===== src/rtl/fish_pkg.sv =====
// Shared types and constants for the blob tracker / fish counter.
package fish_pkg;
    localparam int COORD_W = 10;
    localparam int BLOB_W  = 9;
    localparam int RUN_W   = 8;
    localparam int FCNT_W  = 4;
    localparam int SPAN_W  = COORD_W + 1;

    localparam logic [COORD_W-1:0] COORD_MAX = 10'd1023;
    localparam logic [COORD_W-1:0] COORD_MIN = 10'd0;

    typedef enum logic [1:0] {IDLE, CONFIRM, TRACK, GONE_WAIT} trk_state_t;

    // Inclusive extent hi-lo+1, widened so a full-range box does not wrap.
    function automatic logic [SPAN_W-1:0] span(input logic [COORD_W-1:0] lo,
                                               input logic [COORD_W-1:0] hi);
        return {1'b0, hi} - {1'b0, lo} + SPAN_W'(1);
    endfunction
endpackage


===== src/rtl/mask_run_filter.sv =====
// Horizontal run-length filter: flags mask pixels that sit in a run of at
// least MIN_RUN consecutive pixels on the same line.
module mask_run_filter
    import fish_pkg::*;
#(
    parameter int MIN_RUN = 3
) (
    input  logic               clk,
    input  logic               rst,
    input  logic               pix_valid,
    input  logic               mask,
    input  logic [COORD_W-1:0] tv_x,
    input  logic [COORD_W-1:0] tv_y,
    output logic               hit,
    output logic               first_hit,
    output logic [COORD_W-1:0] run_x0,
    output logic [COORD_W-1:0] hit_y
);
    localparam logic [RUN_W:0] MIN_RUN_V = (RUN_W+1)'(MIN_RUN);

    logic [RUN_W-1:0]   run_len;
    logic [RUN_W-1:0]   base;
    logic [RUN_W:0]     run_inc;
    logic [COORD_W-1:0] run_x0_q;
    logic [COORD_W-1:0] last_y;

    // Run length as seen by this pixel: a line change restarts the run.
    always_comb begin
        base      = (tv_y != last_y) ? '0 : run_len;
        run_inc   = {1'b0, base} + (RUN_W+1)'(1);
        hit       = pix_valid & mask & (run_inc >= MIN_RUN_V);
        first_hit = pix_valid & mask & (run_inc == MIN_RUN_V);
        run_x0    = (base == '0) ? tv_x : run_x0_q;
        hit_y     = tv_y;
    end

    // Run state: saturating length, start column of the run, last line seen.
    always_ff @(posedge clk) begin
        if (rst) begin
            run_len  <= '0;
            run_x0_q <= '0;
            last_y   <= '0;
        end else if (pix_valid) begin
            last_y <= tv_y;
            if (mask) begin
                run_len <= (base == '1) ? base : base + RUN_W'(1);
                if (base == '0)
                    run_x0_q <= tv_x;
            end else begin
                run_len <= '0;
            end
        end
    end
endmodule


===== src/rtl/fish_blob_track.sv =====
// Per-frame bounding box of run-filtered mask pixels, blob presence test,
// and a confirm/absence FSM that counts each fish once as it leaves.
module fish_blob_track
    import fish_pkg::*;
#(
    parameter int MIN_RUN        = 3,
    parameter int CONFIRM_FRAMES = 2,
    parameter int ABSENT_FRAMES  = 3,
    parameter int COUNT_W        = 16
) (
    input  logic               clk,
    input  logic               rst,
    input  logic               pix_valid,
    input  logic               mask,
    input  logic [COORD_W-1:0] tv_x,
    input  logic [COORD_W-1:0] tv_y,
    input  logic               frame_end,
    input  logic [BLOB_W-1:0]  blob_min_x,
    input  logic [BLOB_W-1:0]  blob_min_y,
    output logic               blob_present,
    output logic [COORD_W-1:0] bbox_x0,
    output logic [COORD_W-1:0] bbox_x1,
    output logic [COORD_W-1:0] bbox_y0,
    output logic [COORD_W-1:0] bbox_y1,
    output logic [COUNT_W-1:0] fish_count,
    output logic               count_pulse,
    output logic               tracking
);
    localparam logic [FCNT_W-1:0] CONF_N = FCNT_W'(CONFIRM_FRAMES);
    localparam logic [FCNT_W-1:0] ABS_N  = FCNT_W'(ABSENT_FRAMES);

    logic               hit, first_hit;
    logic [COORD_W-1:0] run_x0, hit_y;

    logic [COORD_W-1:0] x0_q, x1_q, y0_q, y1_q;
    logic [COORD_W-1:0] x0_n, x1_n, y0_n, y1_n;
    logic               any_q, any_n;
    logic               present;

    trk_state_t         state_q, state_n;
    logic [FCNT_W-1:0]  fcnt_q, fcnt_n;
    logic               count_evt;

    mask_run_filter #(.MIN_RUN(MIN_RUN)) u_run (
        .clk       (clk),
        .rst       (rst),
        .pix_valid (pix_valid),
        .mask      (mask),
        .tv_x      (tv_x),
        .tv_y      (tv_y),
        .hit       (hit),
        .first_hit (first_hit),
        .run_x0    (run_x0),
        .hit_y     (hit_y)
    );

    // Box including this cycle's pixel, so a pixel on the frame_end cycle
    // still lands in the ending frame; presence is judged on that box.
    always_comb begin
        x0_n  = x0_q;
        x1_n  = x1_q;
        y0_n  = y0_q;
        y1_n  = y1_q;
        any_n = any_q;
        if (first_hit && run_x0 < x0_q)
            x0_n = run_x0;
        if (hit) begin
            if (tv_x > x1_q)  x1_n = tv_x;
            if (hit_y < y0_q) y0_n = hit_y;
            if (hit_y > y1_q) y1_n = hit_y;
            any_n = 1'b1;
        end
        present = any_n
                & (span(x0_n, x1_n) >= {2'b00, blob_min_x})
                & (span(y0_n, y1_n) >= {2'b00, blob_min_y});
    end

    // Accumulators: reload at reset and at every frame boundary.
    always_ff @(posedge clk) begin
        if (rst || frame_end) begin
            x0_q  <= COORD_MAX;
            y0_q  <= COORD_MAX;
            x1_q  <= COORD_MIN;
            y1_q  <= COORD_MIN;
            any_q <= 1'b0;
        end else begin
            x0_q  <= x0_n;
            x1_q  <= x1_n;
            y0_q  <= y0_n;
            y1_q  <= y1_n;
            any_q <= any_n;
        end
    end

    // Tracker next-state: advances only on frame_end.
    always_comb begin
        state_n   = state_q;
        fcnt_n    = fcnt_q;
        count_evt = 1'b0;
        if (frame_end) begin
            unique case (state_q)
                IDLE: if (present) begin
                    fcnt_n  = FCNT_W'(1);
                    state_n = (CONF_N == FCNT_W'(1)) ? TRACK : CONFIRM;
                end
                CONFIRM: if (present) begin
                    fcnt_n = fcnt_q + FCNT_W'(1);
                    if (fcnt_n == CONF_N) state_n = TRACK;
                end else begin
                    fcnt_n  = '0;
                    state_n = IDLE;
                end
                TRACK: if (!present) begin
                    fcnt_n = FCNT_W'(1);
                    if (ABS_N == FCNT_W'(1)) begin
                        count_evt = 1'b1;
                        state_n   = IDLE;
                    end else begin
                        state_n = GONE_WAIT;
                    end
                end
                GONE_WAIT: if (present) begin
                    state_n = TRACK;
                end else begin
                    fcnt_n = fcnt_q + FCNT_W'(1);
                    if (fcnt_n == ABS_N) begin
                        count_evt = 1'b1;
                        state_n   = IDLE;
                    end
                end
                default: state_n = IDLE;
            endcase
        end
    end

    // State, frame result registers and the saturating fish counter.
    always_ff @(posedge clk) begin
        if (rst) begin
            state_q      <= IDLE;
            fcnt_q       <= '0;
            blob_present <= 1'b0;
            bbox_x0      <= '0;
            bbox_x1      <= '0;
            bbox_y0      <= '0;
            bbox_y1      <= '0;
            fish_count   <= '0;
            count_pulse  <= 1'b0;
        end else begin
            state_q     <= state_n;
            fcnt_q      <= fcnt_n;
            count_pulse <= count_evt;
            if (frame_end) begin
                blob_present <= present;
                bbox_x0      <= any_n ? x0_n : '0;
                bbox_x1      <= any_n ? x1_n : '0;
                bbox_y0      <= any_n ? y0_n : '0;
                bbox_y1      <= any_n ? y1_n : '0;
            end
            if (count_evt && fish_count != '1)
                fish_count <= fish_count + COUNT_W'(1);
        end
    end

    assign tracking = (state_q == TRACK) || (state_q == GONE_WAIT);
endmodule


===== config.mk =====
export PLATFORM = sky130hd
export DESIGN_NAME = fish_blob_track
export DESIGN_NICKNAME = d
export VERILOG_FILES = /design/src/rtl/fish_pkg.sv /design/src/rtl/mask_run_filter.sv /design/src/rtl/fish_blob_track.sv
export SDC_FILE = /design/constraint.sdc
export NUM_CORES = 1
export LEC_CHECK = 0
export CORE_UTILIZATION = 40
export CTS_BUF_LIST = sky130_fd_sc_hd__clkbuf_4
export DETAILED_ROUTE_END_ITERATION = 8
export PLACE_DENSITY = 0.69
export SYNTH_ARGS = -nofsm -noshare
export SYNTH_HDL_FRONTEND = slang
export SYNTH_SLANG_ARGS = --single-unit

===== constraint.sdc =====
create_clock -name clk -period 8.3 [get_ports clk]
set_input_delay 0.83 -clock clk [delete_from_list [all_inputs] [get_ports clk]]
set_output_delay 0.83 -clock clk [all_outputs]
set_load 0.02 [all_outputs]

==> qor.csv <==
stage,metric,value,unit
synthesis,Async SR Flop Fraction,0,%
timing,Max Slew Vio Count,0,
synthesis,synthesized flop and latch total,133,
placement,Area after DPL,9709,µm²
timing,fmax,0.1305,GHz
min_path,worst hold path class,reg -> reg,
power,Leak,0.004751,µW
cts,Num Clock Sinks,133,
worst_setup_path,R2R cell count,34,
worst_setup_path,CP arrival,8.13,ns
timing,worst-margin pin slew,0.7243,ns
drt,drt via density,5.161,
cts,"Reg clk slew, reported paths",0.14,ns
drt,number of iterations in the first detailed-routing pass,5,
grt,initial antenna violation count,1,
timing,final hold vios,0,
outcome,status,finished clean,
placement,dpl cells,1345,
worst_setup_path,slowest stage cell on the critical path,clkdlybuf4s50_1,
synthesis,Syn Inst Count,958,
placement,post-DP HPWL,15.60,mm
cts,setup bufs post-CTS,0,
placement,Final GP Congestion,0.8601,
floorplanning,row count,51,
drt,drt total wl,20.13,mm
timing,Layout Skew,0.01787,ns
timing,post-route minimum period,7.665,ns
worst_setup_path,Worst R2R End,fish_count[8],
floorplanning,die area,20760,µm²
run,# Max-Cap Violations,0,
worst_setup_path,"Req. time, crit path",8.77,ns
cts,clk_lat worst skew,0.58,ns
drt,Wirelength per Cell,14.61,µm
finish,Area growth syn-to-layout,24.22,%
synthesis,Post-synth EDFFs,0,
synthesis,Mapped Area,8075,µm²
cts,CTS tree,done,
min_path,Worst Hold Launch,bbox_y0[1],
synthesis,YS warnings,0,
placement,input/output buffers,101,
worst_setup_path,CP most frequent cell,ha_1,
finish,design area,10030,µm²
synthesis,Syn Area/Cell,8.429,µm²
drt,starting DRC count in detailed routing,376,
synthesis,Netlist cell types,60,
synthesis,net count after synthesis,1102,
worst_setup_path,crit path capture type,register,
worst_setup_path,Reg2Reg Setup Slack,1.03,ns
grt,grt total ovfl,0,
worst_setup_path,"slowest stage delay, CP",0.48,ns
cts,Max clock buf depth,2,
worst_setup_path,largest fanout on the critical path,9,
worst_setup_path,Critical Path Start Type,input pin,
finish,fin nets,1243,
grt,first-pass GRT wire length,32.91,mm
drt,DR DRC count,0,
floorplanning,Die W,144.1,µm
timing,Relative slew margins,51.34,%
floorplanning,number of placed I/O pins,102,
grt,largest net degree at the start of global routing,63,
drt,DRT antenna net count,0,
cts,TritonCTS buffer count,17,
synthesis,dominant synthesized flop cell,dfxtp_1,
power,worst vdd ir,0.07191,mV
worst_setup_path,crit path kind,in -> reg,
timing,RSZ-0062 raised after global routing,false,
cts,CTS root buf,clkbuf_4,
worst_setup_path,CP startpoint,tv_y[7],
floorplanning,core area,19650,µm²
cts,H-tree levels,4,
drt,Via Count,7112,
timing,Tcrit/Tclk final,92.35,%
grt,number of global-route vias before repair,6751,
synthesis,"Seq/Total Area, Yosys",32.97,%
worst_setup_path,RR Startpoint,u_run.last_y[8],
floorplanning,Initial Utilization,41.09,%
grt,total track usage,20.40,%
timing,"Setup violations, final",0,
finish,final std cells w/o fill,1378,
finish,layout cells sized above 1,11.60,%
power,Pwr Density,118.0,nW/µm²
floorplanning,Die H,144.1,µm
worst_setup_path,CP endpoint,fish_count[8],
## logic make-up after synthesis
group,count (synthesis),share of synthesized area [%]
flip-flops,133,32.97
AO/OA/AOI/OAI,195,15.60
XOR/XNOR,29,3.145
AND/OR/NAND/NOR,291,16.97
multiplexers,69,8.832
buffers and inverters,140,6.647
adder cells (fa/ha/maj),101,15.84
## timing repair
item,CTS,global route
setup endpoints to repair,0,20
resized for setup,0,12
hold buffers,0,0
endpoints found under the hold margin,0,0
## worst min path at each step
stage                        endpoint  slack, ns  cells past startpoint
detailed placement         bbox_y0[1]       0.44                      2
global route               bbox_y1[2]       0.50                      2
CTS                        bbox_y0[1]       0.47                      2
global placement           bbox_x1[5]       0.44                      2
floorplan           u_run.run_x0_q[0]       0.45                      2
finish                     bbox_y0[1]       0.47                      2
## sequential cells by signal, indices dropped and copies added, names as in the netlist, named ones only
| signal | flops |
|---|---|
| u_run.run_x0_q | 10 |
| bbox_y1 | 10 |
| bbox_x1 | 10 |
| fish_count | 16 |
| any_q | 1 |
| blob_present | 1 |
| u_run.last_y | 10 |
| y1_q | 10 |
| x1_q | 10 |
| bbox_x0 | 10 |
| fcnt_q | 4 |
| count_pulse | 1 |
| bbox_y0 | 10 |
| x0_q | 10 |
| u_run.run_len | 8 |
| state_q | 1 |
| y0_q | 10 |
## final cells by class
cell class,instances,area (µm²)
Antenna cell,1,2.502
Sequential cell,133,2663
Clock inverter,15,146.4
Inverter,102,382.9
Clock buffer,17,127.6
Multi-Input combinational cell,685,4926
Timing Repair Buffer,160,1451
Fill cell,1959,9623
Tap cell,265,331.6
## layout by cell type, fill, tap and decap left out, types with 17 or more instances in the layout
cell type	instances
clkbuf_4	17
o21ai_0	70
buf_4	59
ha_1	99
nor2_1	93
inv_1	102
mux2i_1	52
nand3_1	24
dfxtp_1	133
clkdlybuf4s50_1	99
nand2_1	84
nor3_1	17
a21oi_1	34
a21o_1	18
## metrics by stage
step | worst slack (ns) | hold WS [ns] | util (%) | power [µW] | TNS [ns]
final | 0.6353 | 0.4688 | 51.04 | 1184 | 0
after CTS | 0.5205 | 0.4749 | 50.80 | 1197 | 0
after floorplan | 0.2909 | 0.4501 | - | 714.7 | 0
after global routing | 0.02318 | 0.4969 | 51.04 | 1236 | 0
after global placement | 0.09964 | 0.4379 | 49.40 | 762.8 | 0
after detailed placement | -0.07552 | 0.4424 | 49.40 | 764.1 | -0.4325
## power by group
part / switching, µW / internal, µW
registers: 3.73 / 645
logic: 55.5 / 46.3
clock network: 278 / 155
total: 338 / 846
## metal layers
layer	vias up	GRT usage, %	routed length, µm
met3	32	4.106	990
met4	0	7.223	361
li1	3618	-	-
met1	3307	26.71	9696
met5	-	0	0
met2	155	33.10	9079
## worst max-delay path: cells and delay by family
family | cells | cell delay (ns)
AO/OA/AOI/OAI | 14 | 2.01
XOR/XNOR | 2 | 0.34
adder cells (fa/ha/maj) | 5 | 1.46
buffers and inverters | 4 | 0.92
multiplexers | 3 | 1.17
AND/OR/NAND/NOR | 7 | 1.41
## cells in the mapped netlist (all sizes together) (2+ instances only)
| cell type | n | area, µm² |
|---|---|---|
| dfxtp | 133 | 2663 |
| inv | 102 | 382.9 |
| ha | 99 | 1239 |
| nor2 | 94 | 352.8 |
| nand2 | 85 | 321.6 |
| o21ai | 72 | 364.1 |
| mux2i | 54 | 544.3 |
| a21oi | 34 | 170.2 |
| clkbuf | 31 | 116.4 |
| nand3 | 24 | 120.1 |
| a21o | 18 | 135.1 |
| nor3 | 17 | 85.08 |
| mux2 | 15 | 168.9 |
| xnor2 | 15 | 131.4 |
| nor2b | 14 | 87.58 |
| xor2 | 14 | 122.6 |
| nand4 | 13 | 87.58 |
| a211oi | 11 | 82.58 |
| o211ai | 10 | 85.08 |
| and3 | 9 | 56.30 |
| o21a | 9 | 67.56 |
| nand2b | 8 | 50.05 |
| or3 | 8 | 50.05 |
| a31oi | 7 | 43.79 |
| buf | 7 | 37.54 |
| nor4 | 7 | 73.82 |
| a2111oi | 6 | 58.80 |
| a41oi | 6 | 52.55 |
| and2 | 3 | 18.77 |
| o31ai | 3 | 22.52 |
| or2 | 3 | 18.77 |
| a2bb2oi | 2 | 17.52 |
| fa | 2 | 40.04 |
| nand3b | 2 | 15.01 |
| o2111ai | 2 | 17.52 |
| o211a | 2 | 27.53 |
| o311ai | 2 | 17.52 |
| o32ai | 2 | 17.52 |
Note: power is estimated with default switching activity, not from simulation.
